`src/rtl/mem_port_arbiter_pkg.sv`:
```
// Shared definitions for the unified memory port arbiter:
// FSM state encodings, requester IDs and default timing parameters.
package mem_port_arbiter_pkg;

    typedef enum logic [1:0] {
        ARB_IDLE   = 2'd0,
        ARB_IF_ACC = 2'd1,
        ARB_LS_ACC = 2'd2
    } arb_state_t;

    typedef enum logic {
        REQ_IF = 1'b0,
        REQ_LS = 1'b1
    } req_id_t;

    localparam int unsigned WAIT_CYC_DEF   = 2;
    localparam int unsigned STARVE_MAX_DEF = 4;

endpackage

```
`src/rtl/mem_port_arbiter_wait_timer.sv`:
```
// Memory wait-state timer: loaded with WAIT_CYC on a grant edge, counts
// down once per edge and stops at zero. done is high while the count is 1,
// i.e. during the cycle whose closing edge captures the read data.
import mem_port_arbiter_pkg::*;

module arb_wait_timer #(
    parameter int unsigned WAIT_CYC = WAIT_CYC_DEF
) (
    input  logic clk_cpu_n,
    input  logic rst_n_i,
    input  logic load,
    output logic done
);

    localparam int CW = $clog2(WAIT_CYC + 1);

    logic [CW-1:0] cnt;

    // Load on grant, otherwise decrement towards zero without wrapping.
    always_ff @(posedge clk_cpu_n or negedge rst_n_i) begin
        if (!rst_n_i) begin
            cnt <= '0;
        end else if (load) begin
            cnt <= CW'(WAIT_CYC);
        end else if (cnt != '0) begin
            cnt <= cnt - CW'(1);
        end
    end

    assign done = (cnt == CW'(1));

endmodule

```
`src/rtl/mem_port_arbiter.sv`:
```
// Arbiter sharing one single-port instruction/data memory between the
// instruction fetch (IF) and load/store (LS) stages. One access at a time,
// LS has priority; read data returns WAIT_CYC edges after the grant edge.
// Optional build macro ARB_STARVE_GUARD_EN: after STARVE_MAX consecutive LS
// grants taken while IF was waiting, the next IDLE decision goes to IF.
import mem_port_arbiter_pkg::*;

module mem_port_arbiter #(
    parameter int unsigned WAIT_CYC   = WAIT_CYC_DEF,
    parameter int unsigned STARVE_MAX = STARVE_MAX_DEF
) (
    input  logic        clk_cpu_n,
    input  logic        rst_n_i,
    input  logic        if_req_i,
    input  logic [31:0] if_addr_i,
    output logic        if_gnt_o,
    output logic        if_rvalid_o,
    output logic [31:0] if_rdata_o,
    input  logic        ls_req_i,
    input  logic        ls_we_i,
    input  logic [3:0]  ls_be_i,
    input  logic [31:0] ls_addr_i,
    input  logic [31:0] ls_wdata_i,
    output logic        ls_gnt_o,
    output logic        ls_rvalid_o,
    output logic [31:0] ls_rdata_o,
    output logic        mem_en_o,
    output logic [3:0]  mem_we_o,
    output logic [31:0] mem_addr_o,
    output logic [31:0] mem_wdata_o,
    input  logic [31:0] mem_rdata_i,
    output logic        busy_o
);

    arb_state_t  state, state_nxt;
    req_id_t     pick;
    logic        grant_if, grant_ls, if_first, tmr_done;
    logic        acc_store, acc_store_nxt;
    logic        if_gnt_nxt, ls_gnt_nxt, if_rvalid_nxt, ls_rvalid_nxt, mem_en_nxt;
    logic [3:0]  mem_we_nxt;
    logic [31:0] mem_addr_nxt, mem_wdata_nxt, if_rdata_nxt, ls_rdata_nxt;

    arb_wait_timer #(.WAIT_CYC(WAIT_CYC)) u_wait_timer (
        .clk_cpu_n (clk_cpu_n),
        .rst_n_i   (rst_n_i),
        .load      (grant_if | grant_ls),
        .done      (tmr_done)
    );

`ifdef ARB_STARVE_GUARD_EN
    localparam int SW = $clog2(STARVE_MAX + 1);
    logic [SW-1:0] starve_cnt;

    // Count LS grants that overtook a waiting IF; cleared by an IF grant or an idle IF.
    always_ff @(posedge clk_cpu_n or negedge rst_n_i) begin
        if (!rst_n_i) begin
            starve_cnt <= '0;
        end else if (!if_req_i || grant_if) begin
            starve_cnt <= '0;
        end else if (grant_ls && (starve_cnt != SW'(STARVE_MAX))) begin
            starve_cnt <= starve_cnt + SW'(1);
        end
    end

    assign if_first = if_req_i && (starve_cnt == SW'(STARVE_MAX));
`else
    assign if_first = 1'b0;
`endif

    // Next-state and next-output decode; memory controls hold unless a new grant reloads them.
    always_comb begin
        state_nxt     = state;
        pick          = REQ_LS;
        grant_if      = 1'b0;
        grant_ls      = 1'b0;
        acc_store_nxt = acc_store;
        if_gnt_nxt    = 1'b0;
        ls_gnt_nxt    = 1'b0;
        if_rvalid_nxt = 1'b0;
        ls_rvalid_nxt = 1'b0;
        mem_en_nxt    = 1'b0;
        mem_we_nxt    = mem_we_o;
        mem_addr_nxt  = mem_addr_o;
        mem_wdata_nxt = mem_wdata_o;
        if_rdata_nxt  = if_rdata_o;
        ls_rdata_nxt  = ls_rdata_o;
        case (state)
            ARB_IDLE: begin
                if (if_first || (if_req_i && !ls_req_i)) begin
                    pick = REQ_IF;
                end
                if ((ls_req_i && pick == REQ_LS) || (if_req_i && pick == REQ_IF)) begin
                    mem_en_nxt = 1'b1;
                    if (pick == REQ_LS) begin
                        grant_ls      = 1'b1;
                        ls_gnt_nxt    = 1'b1;
                        acc_store_nxt = ls_we_i;
                        mem_we_nxt    = ls_we_i ? ls_be_i : 4'b0000;
                        mem_addr_nxt  = ls_addr_i;
                        mem_wdata_nxt = ls_wdata_i;
                        state_nxt     = ARB_LS_ACC;
                    end else begin
                        grant_if      = 1'b1;
                        if_gnt_nxt    = 1'b1;
                        mem_we_nxt    = 4'b0000;
                        mem_addr_nxt  = if_addr_i;
                        state_nxt     = ARB_IF_ACC;
                    end
                end
            end
            ARB_IF_ACC: begin
                if (tmr_done) begin
                    if_rdata_nxt  = mem_rdata_i;
                    if_rvalid_nxt = 1'b1;
                    state_nxt     = ARB_IDLE;
                end
            end
            ARB_LS_ACC: begin
                if (tmr_done) begin
                    if (!acc_store) begin
                        ls_rdata_nxt = mem_rdata_i;
                    end
                    ls_rvalid_nxt = 1'b1;
                    state_nxt     = ARB_IDLE;
                end
            end
            default: state_nxt = ARB_IDLE;
        endcase
    end

    // State and output registers; reset drops any access in flight.
    always_ff @(posedge clk_cpu_n or negedge rst_n_i) begin
        if (!rst_n_i) begin
            state       <= ARB_IDLE;
            acc_store   <= 1'b0;
            if_gnt_o    <= 1'b0;
            ls_gnt_o    <= 1'b0;
            if_rvalid_o <= 1'b0;
            ls_rvalid_o <= 1'b0;
            if_rdata_o  <= '0;
            ls_rdata_o  <= '0;
            mem_en_o    <= 1'b0;
            mem_we_o    <= '0;
            mem_addr_o  <= '0;
            mem_wdata_o <= '0;
        end else begin
            state       <= state_nxt;
            acc_store   <= acc_store_nxt;
            if_gnt_o    <= if_gnt_nxt;
            ls_gnt_o    <= ls_gnt_nxt;
            if_rvalid_o <= if_rvalid_nxt;
            ls_rvalid_o <= ls_rvalid_nxt;
            if_rdata_o  <= if_rdata_nxt;
            ls_rdata_o  <= ls_rdata_nxt;
            mem_en_o    <= mem_en_nxt;
            mem_we_o    <= mem_we_nxt;
            mem_addr_o  <= mem_addr_nxt;
            mem_wdata_o <= mem_wdata_nxt;
        end
    end

    assign busy_o = (state != ARB_IDLE);

endmodule

```
`config.mk`:
```
export PLATFORM = sky130hd
export DESIGN_NAME = mem_port_arbiter
export DESIGN_NICKNAME = d
export VERILOG_FILES = /design/src/rtl/mem_port_arbiter_pkg.sv /design/src/rtl/mem_port_arbiter_wait_timer.sv /design/src/rtl/mem_port_arbiter.sv
export SDC_FILE = /design/constraint.sdc
export NUM_CORES = 1
export LEC_CHECK = 0
export CAP_MARGIN = 20
export CORE_ASPECT_RATIO = 1.2
export CORE_MARGIN = 2
export CORE_UTILIZATION = 41
export CTS_CLUSTER_DIAMETER = 120
export DETAILED_ROUTE_END_ITERATION = 10
export GPL_ROUTABILITY_DRIVEN = 1
export HOLD_SLACK_MARGIN = 0.15
export PLACE_DENSITY = 0.81
export REMOVE_ABC_BUFFERS = 1
export SYNTH_ARGS = -nofsm -noshare
export SYNTH_HDL_FRONTEND = slang
export SYNTH_SLANG_ARGS = --single-unit
```
`constraint.sdc`:
```
create_clock -name clk_cpu_n -period 1.8 [get_ports clk_cpu_n]
set_input_delay 0.54 -clock clk_cpu_n [delete_from_list [all_inputs] [get_ports clk_cpu_n]]
set_output_delay 0.54 -clock clk_cpu_n [all_outputs]
set_load 0.005 [all_outputs]
```
==> impl_metrics.tcl <==
set metrics [dict create \
    antenna_found_initial 0 \
    switchingPower_mw 4.42 \
    grt_pass1_vias 4902 \
    cp_cell_sequence "inv_2 -> ha_4 -> inv_2 -> buf_6" \
    cts_tree "yes" \
    rsz0062_at_grt "yes" \
    avgSynthCellArea_um2 14.3 \
    htree_num_levels 4 \
    ys_ff_latch 142 \
    worst_ep_required_time_ps 1260 \
    diodes 0 \
    ios 275 \
    power.internal_mw 10.6 \
    clkPwrFrac_pct 23.4 \
    yosys.cell_types.count 28 \
    final.min_clock_period_ps 1730 \
    synthCells 394 \
    ys.flop_type "dfrtp_1" \
    slew-limit-headroom_pct 66.4 \
    synth_area_leaders "dfrtp_1, mux2_2, mux2_4" \
    clk_latency_ps 420 \
    cp.buffers_inverters 3 \
    hold_viol 0 \
    timing.fmax_mhz 577 \
    worst_ir_drop_vdd_mv 0.879 \
    share_comb_of_total_power_pct 39.6 \
    endpoint_kind "primary output" \
    die_w_um 111 \
    tightest_slew_ps 504 \
    fin_skew_ps 8.69 \
    synthToLayoutAreaGrowth_pct 64.5 \
    port_buffers 274 \
    drcViolationCount 0 \
    gr-usage-all-layers_pct 22.5 \
    yosysTopAreaCellShare_pct 62.9 \
    first_iter_violations 154 \
    clk_path_buf_depth 2 \
    cts_buffers 17 \
    critical-path-slowest-cell "dfrtp_1" \
    drv_cap 0 \
    vias_per_cell 5.07 \
    start_kind "flop" \
    crit_path_max_fanout 3 \
    cpMostUsedCell "inv_2" \
    status "finished clean" \
    drt_wl_total_um 16300 \
    crit_type "reg2out" \
    fp.dieH_um 133 \
    dieArea_um2 14700 \
    swShare_pct 29.4 \
    synth_area_leader_cell "dfrtp_1" \
    finalCritPeriodShare_pct 96.2 \
    crit_family "flip-flops" \
    clk_pin_slew_ps 60 \
    maxSlewViolCount 0 \
    synth_area_um2 5650 \
    overflow 0 \
    layout-drive-gt1-share_pct 24.2 \
    grt_pass1_wl_um 25700 \
    start_util_pct 41.4 \
    ys_warn_count 0 \
    p_per_area_nw_per_um2 1620 \
    final_antenna_net_count 0 \
    max_stage_delay_ps 390 \
    reg2reg_slack_ps 80 \
    cp.arrival_ps 1190 \
    hpwlAfterDp_um 12100 \
    rows 47 \
    synth-edff-count 0 \
    synth.most_common_cell "dfrtp_1" \
    routabilityCongestion 0.760 \
    seq_area_frac_synth_pct 62.9 \
    hold_class "reg2reg" \
    yosys-top-cells-count "dfrtp_1, mux2_2, nor2_1" \
    async_flop_share_pct 100 \
    grt_max_degree 51 \
    fillers 1050 \
    first_pass_iters 4 \
    coreArea_um2 13600 \
    utilization_pct 68.2 \
    fin_setup_tns_ps 0 \
    final_nets 846 \
    avgRoutedWirePerCell_um 18.4 \
    via_count 4489 \
    setup_viol 0 \
    root_buffer "clkbuf_16" \
    pwr-share-seq_pct 36.9 \
    clock-sinks 142 \
    leakagePower_nw 4.30 \
]
## through the flow
step / cell area, um2 / cells / power, mW / worst slack [ps] / hold slack (ps)
2_1_floorplan: 5500 / 372 / 8.00 / -643 / 244
3_3_place_gp: 8770 / 845 / 12.2 / -92.0 / 469
3_5_place_dp: 8770 / 845 / 12.5 / -135 / 475
4_1_cts: 9270 / 885 / 15.1 / -14.4 / 487
5_1_grt: 9300 / 886 / 15.9 / -2.57 / 497
6_report: 9300 / 886 / 15.1 / 68.1 / 483
## power groups by stage
| stage | clock network, mW | logic, mW | registers (mW) |
|---|---|---|---|
| final | 3.53 | 5.97 | 5.56 |
| after global routing | 3.74 | 6.46 | 5.75 |
| after CTS | 3.60 | 5.98 | 5.57 |
| after detailed placement | 0 | 6.83 | 5.68 |
| after global placement | 0 | 6.63 | 5.57 |
| after floorplan | 0 | 2.30 | 5.70 |
## worst paths after layout
path / from / to / cells after the start
worst max-delay path: state[1] / busy_o / 4
worst min-delay path: mem_wdata_o[19] / mem_wdata_o[19] / 1
worst max register to register: state[1] / mem_wdata_o[2] / 7
worst min register to register: mem_wdata_o[19] / mem_wdata_o[19] / 1
max in group asynchronous: rst_n_i / if_rdata_o[22] / 3
min in group asynchronous: rst_n_i / ls_rdata_o[20] / 2
## state kept, by name (all words and copies together) (netlist names)
| signal | flops |
|---|---|
| if_rdata_o | 32 |
| mem_wdata_o | 32 |
| mem_en_o | 1 |
| ls_rdata_o | 32 |
| mem_addr_o | 32 |
| u_wait_timer.cnt | 2 |
| if_rvalid_o | 1 |
| ls_gnt_o | 1 |
| if_gnt_o | 1 |
| state | 2 |
| ls_rvalid_o | 1 |
| mem_we_o | 4 |
| acc_store | 1 |
## metal layers
metal | up-vias | global-route usage [%] | wire (um)
met4 | 0 | 9.67 | 522
met5 | - | 0 | 0
met2 | 200 | 40.0 | 8510
li1 | 2024 | - | -
met1 | 2224 | 23.9 | 6020
met3 | 41 | 8.15 | 1210
## kinds of logic (layout without fill, tap and decap cells)
kind of cell	Yosys count	after routing	share of synthesized area, %
xor gates and xnor gates	1	1	0.155
buffers and inverters	32	353	3.45
adders and majority gates	5	5	1.11
and+or+nand+nor	51	51	3.70
muxes	98	98	21.5
DFF	142	142	62.9
AOI/OAI and AO/OA	65	65	7.24
## cell type report
class,instances,area (um2),share of cell area [%]
clock buffers,20,457,4.91
clock inverters,10,140,1.51
inverters,10,40.0,0.431
multi-input cells,220,1920,20.6
flip-flops and latches,142,3550,38.2
well taps,171,214,2.30
repair buffers,313,2980,32.0
## layout by cell type, fill, tap and decap left out, types with 4 or more instances in the layout
| cell type | Yosys | routed |
|---|---|---|
| dfrtp_1 | 142 | 142 |
| ha_1 | 5 | 4 |
| mux2_2 | 65 | 65 |
| buf_12 | 0 | 8 |
| o32ai_1 | 8 | 8 |
| clkinv_4 | 0 | 4 |
| clkdlybuf4s50_1 | 0 | 135 |
| dlygate4sd2_1 | 0 | 136 |
| inv_1 | 7 | 4 |
| a21oi_1 | 26 | 26 |
| a22o_1 | 4 | 4 |
| nor2_1 | 42 | 42 |
| clkbuf_16 | 0 | 17 |
| mux2_4 | 30 | 30 |
| buf_4 | 3 | 29 |
| inv_2 | 1 | 4 |
| o22ai_1 | 24 | 24 |
## what timing repair did
item,4_1_cts,5_1_grt
setup buffers,9,1
endpoints found under the setup margin,157,36
hold buffers,1,0
endpoints found under the hold margin,45,0
pin swaps,0,1
resized for setup,141,7
(Power assumes the default switching activity.)
